[src/rtl/assignment_two_top_level.sv]
// ---------------------------------------------------------------------------
// assignment_two_top_level
//
// Program-counter subsystem for the RAT-style CPU. A four-way next-address
// multiplexer feeds a loadable, incrementing PC register whose value
// addresses the instruction ROM.
//
// Ports:
//    CLK        - system clock, all state changes on the rising edge
//    RST        - synchronous reset, active-low (clears the PC)
//    FROM_IMMED - branch/call target from the instruction immediate field
//    FROM_STACK - return address popped from the stack
//    PC_MUX_SEL - next-address select (0 immed, 1 stack, 2 vector, 3 zero)
//    PC_LD      - load the mux output into the PC
//    PC_INC     - increment the PC by one
//    PC_COUNT   - current PC value, straight from the register
// ---------------------------------------------------------------------------
module assignment_two_top_level #(
   parameter int               WIDTH    = 10,
   parameter logic [WIDTH-1:0] INTR_VEC = 10'h3FF
) (
   input  logic             CLK,
   input  logic             RST,
   input  logic [WIDTH-1:0] FROM_IMMED,
   input  logic [WIDTH-1:0] FROM_STACK,
   input  logic [1:0]       PC_MUX_SEL,
   input  logic             PC_LD,
   input  logic             PC_INC,
   output logic [WIDTH-1:0] PC_COUNT
);

   logic [WIDTH-1:0] muxOut;
   logic [WIDTH-1:0] pcCount_d;
   logic [WIDTH-1:0] pcCount_q;

   // Next-address selection. The reserved select value drives zero so the
   // PC can never pick up an unknown value from an unused mux leg.
   always_comb begin
      muxOut = '0;
      case (PC_MUX_SEL)
         2'd0:    muxOut = FROM_IMMED;
         2'd1:    muxOut = FROM_STACK;
         2'd2:    muxOut = INTR_VEC;
         default: muxOut = '0;
      endcase
   end

   // Load wins over increment; with neither the PC holds. The increment
   // simply wraps at the top of the address space, no carry is kept.
   always_comb begin
      pcCount_d = pcCount_q;
      if (PC_LD) begin
         pcCount_d = muxOut;
      end else if (PC_INC) begin
         pcCount_d = pcCount_q + WIDTH'(1);
      end
   end

   // PC register. Reset is sampled on the clock edge only, so a low pulse
   // on RST that ends before the next rising edge leaves the PC untouched.
   always_ff @(posedge CLK) begin
      if (!RST) begin
         pcCount_q <= '0;
      end else begin
         pcCount_q <= pcCount_d;
      end
   end

   assign PC_COUNT = pcCount_q;

endmodule

[config.mk]
export PLATFORM = sky130hd
export DESIGN_NAME = assignment_two_top_level
export DESIGN_NICKNAME = d
export VERILOG_FILES = /design/src/rtl/assignment_two_top_level.sv
export SDC_FILE = /design/constraint.sdc
export NUM_CORES = 1
export LEC_CHECK = 0
export BUFFER_PORTS_ARGS = -buffer_cell sky130_fd_sc_hd__buf_4
export CELL_PAD_IN_SITES_DETAIL_PLACEMENT = 0
export CELL_PAD_IN_SITES_GLOBAL_PLACEMENT = 1
export CORE_ASPECT_RATIO = 0.7
export CORE_MARGIN = 3
export CORE_UTILIZATION = 33
export CTS_BUF_LIST = sky130_fd_sc_hd__clkbuf_2
export DETAILED_ROUTE_END_ITERATION = 6
export PLACE_DENSITY_LB_ADDON = 0.3
export SYNTH_ARGS = -nofsm -noshare
export SYNTH_HDL_FRONTEND = slang
export SYNTH_SLANG_ARGS = --single-unit
[constraint.sdc]
create_clock -name CLK -period 2 [get_ports CLK]
set_input_delay 0.3 -clock CLK [delete_from_list [all_inputs] [get_ports CLK]]
set_output_delay 0.3 -clock CLK [all_outputs]
set_load 0.03 [all_outputs]
==> out/qor.yml <==
status: "complete, no violations"
synth_top_area_share_pct: 27.6
min_from: "RST"
total_leakage_power_nw: 0.456
cts_resized: 0
antenna_found_initial: 0
crit_fanout: 6
timing.fmax_ghz: 0.661
critical_path_class: "register to register"
maxSlewViolCount: 0
power_frac_comb_pct: 33.9
grt_first_pass_wirelength_um: 3120
slew-limit-headroom_pct: 65.2
globalRouteTotalUtil_pct: 15.7
synth-main-ff-cell: "dfxtp_1"
cap_violations: 0
synth_top_cell_by_area: "dfxtp_1"
overflow: 0
synthesis.nets: 109
rows: 13
cts_buffers: 3
dr.pass1.iters: 4
clk_latency_ns: 0.25
areaGrowthSynthToFinish_pct: 39.4
yosysMostFrequentCell: "dfxtp_1"
largest_reg_flops: 10
dp_worst_setup_slack_ns: 0.495
fillCellCount: 199
max-clock-path-buffers: 2
p_clk_share_pct: 21.1
n_antenna_cell: 0
synth_cell_types: 31
synth_warnings: 0
start_kind: "register"
synth_edf_count: 0
arrival_ns: 1.71
io_pins: 36
rsz0062_at_grt: "false"
ant_nets: 0
finalSetupTns_ns: 0
swShare_pct: 34.4
layout-drive-gt1-share_pct: 38.6
synthArstFlopShare_pct: 0
layout.nets: 143
setup_ws_ns: 0.486
postCtsHoldBufs: 0
synthCells: 82
cts_setup_buffers: 0
p_int_w: 0.000347
period_minus_slack_ns: 1.51
min_path_type: "primary input to register"
die_w_um: 62
dpl.hpwl_um: 1680
htree_levels: 1
cts_sinks: 10
grt_max_degree: 16
die_h_um: 45.2
seq_power_share_pct: 45.0
wl_um: 2120
via_count: 761
p_switching_w: 0.000182
port-buffer-count: 35
grt_pass1_vias: 680
routed_via_density: 5.28
gp_congestion: 0.721
end_kind: "register"
synth_common_cells: "10 x dfxtp_1, 6 x a211o_1, 5 x nor3_1, 5 x o21ba_2"
synthTopCellsByArea: "dfxtp_1 28%, a211o_1 7.3%, o21ba_2 6.9%, o311a_1 4.1%, a211oi_1 4.1%"
core_mm2: 0.00197
synth_area_um2: 724
worst_pin_slew_ns: 0.521
layout_worst_path_cycle_share_pct: 75.7
drc: 0
clkTransAtPathRegs_ns: 0.10
seq_area_frac_synth_pct: 27.6
cts_root_buf: "clkbuf_2"
postSynthAreaPerCell_um2: 8.83
startpoint: "PC_COUNT[0]"
timing.rr.start: "PC_COUNT[0]"
initial_core_util_pct: 36.8
powerDensity_mw_per_mm2: 524
ys_ff_latch: 10
setup_viol: 0
drtIter0Drc: 18
routedWlPerCell_um: 14.7
hold_viol: 0
peakVddDrop_mv: 0.341
tritoncts: "yes"
fin_worst_skew_ns: 0.00346
crit_required_ns: 2.19
die-area_mm2: 0.00280
==> layout by cell type, fill, tap and decap left out, types with 2 or more instances in the layout <==
master | netlist | layout
nor2_1 | 3 | 3
nor3_1 | 5 | 5
o211a_1 | 2 | 2
inv_1 | 2 | 2
o21ba_2 | 5 | 5
nand2b_1 | 3 | 3
a211o_1 | 6 | 6
buf_4 | 1 | 35
o311a_1 | 3 | 3
nand2_1 | 4 | 4
nor2b_1 | 3 | 3
nand4_1 | 3 | 3
a211oi_1 | 4 | 4
clkbuf_2 | 0 | 3
or4_1 | 2 | 2
a2bb2oi_1 | 2 | 2
nand3_1 | 3 | 3
o21a_1 | 3 | 3
xnor2_1 | 3 | 3
dfxtp_1 | 10 | 10
==> critical path, cell delays in order, from the launching register on <==
cell and delay, ns:
dfxtp_1 0.45, ha_1 0.21, nand2_1 0.12, or4_1 0.52, a31oi_1 0.16
==> per-stage QoR <==
| stage | hold slack (ns) | total power (W) | utilization (%) | cells | instance area (um^2) |
|---|---|---|---|---|---|
| final | 0.338 | 0.000529 | 51.3 | 144 | 1010 |
| after global routing | 0.320 | 0.000563 | 51.3 | 144 | 1010 |
| after CTS | 0.325 | 0.000534 | 51.3 | 144 | 1010 |
| after detailed placement | 0.515 | 0.000421 | 50.5 | 141 | 995 |
| after global placement | 0.509 | 0.000419 | 50.5 | 141 | 995 |
| after floorplan | 0.509 | 0.000342 | - | 82 | 724 |
==> worst paths after layout <==
kind	end	slack, ns	cells past startpoint
setup / recovery	PC_COUNT[8]	0.49	4
hold reg to reg	PC_COUNT[8]	0.53	2
setup reg to reg	PC_COUNT[8]	0.49	4
hold / removal	PC_COUNT[5]	0.34	2
==> routing by layer <==
layer	global-route usage, %	part of all wire [%]
met1	23.1	51
met2	21.3	42
met3	5.71	6.0
met4	3.81	0.38
met5	0	0
==> power groups by stage <==
stage	clock network [W]	logic, W	registers, W
3_3_place_gp	0	0.000178	0.000241
2_1_floorplan	0	0.0000723	0.000270
5_1_grt	0.000130	0.000193	0.000241
4_1_cts	0.000116	0.000180	0.000238
3_5_place_dp	0	0.000179	0.000242
6_report	0.000112	0.000179	0.000238
==> logic make-up after synthesis <==
logic type	after synthesis	share of synthesized area, %
AOI/OAI and AO/OA	30	36.3
xor gates and xnor gates	4	4.84
adders and majority gates	1	1.73
buffers and inverters	8	5.18
DFF	10	27.6
and+or+nand+nor	29	24.4
==> final cells by class <==
cell class / instances / area (um^2) / share of cell area (%)
multi-input cells: 64 / 487 / 48.2
flip-flops and latches: 10 / 200 / 19.8
repair buffers: 35 / 263 / 26.0
clock buffers: 3 / 15.0 / 1.49
inverters: 2 / 7.51 / 0.743
well taps: 30 / 37.5 / 3.72
Note: power is estimated with default switching activity, not from simulation.
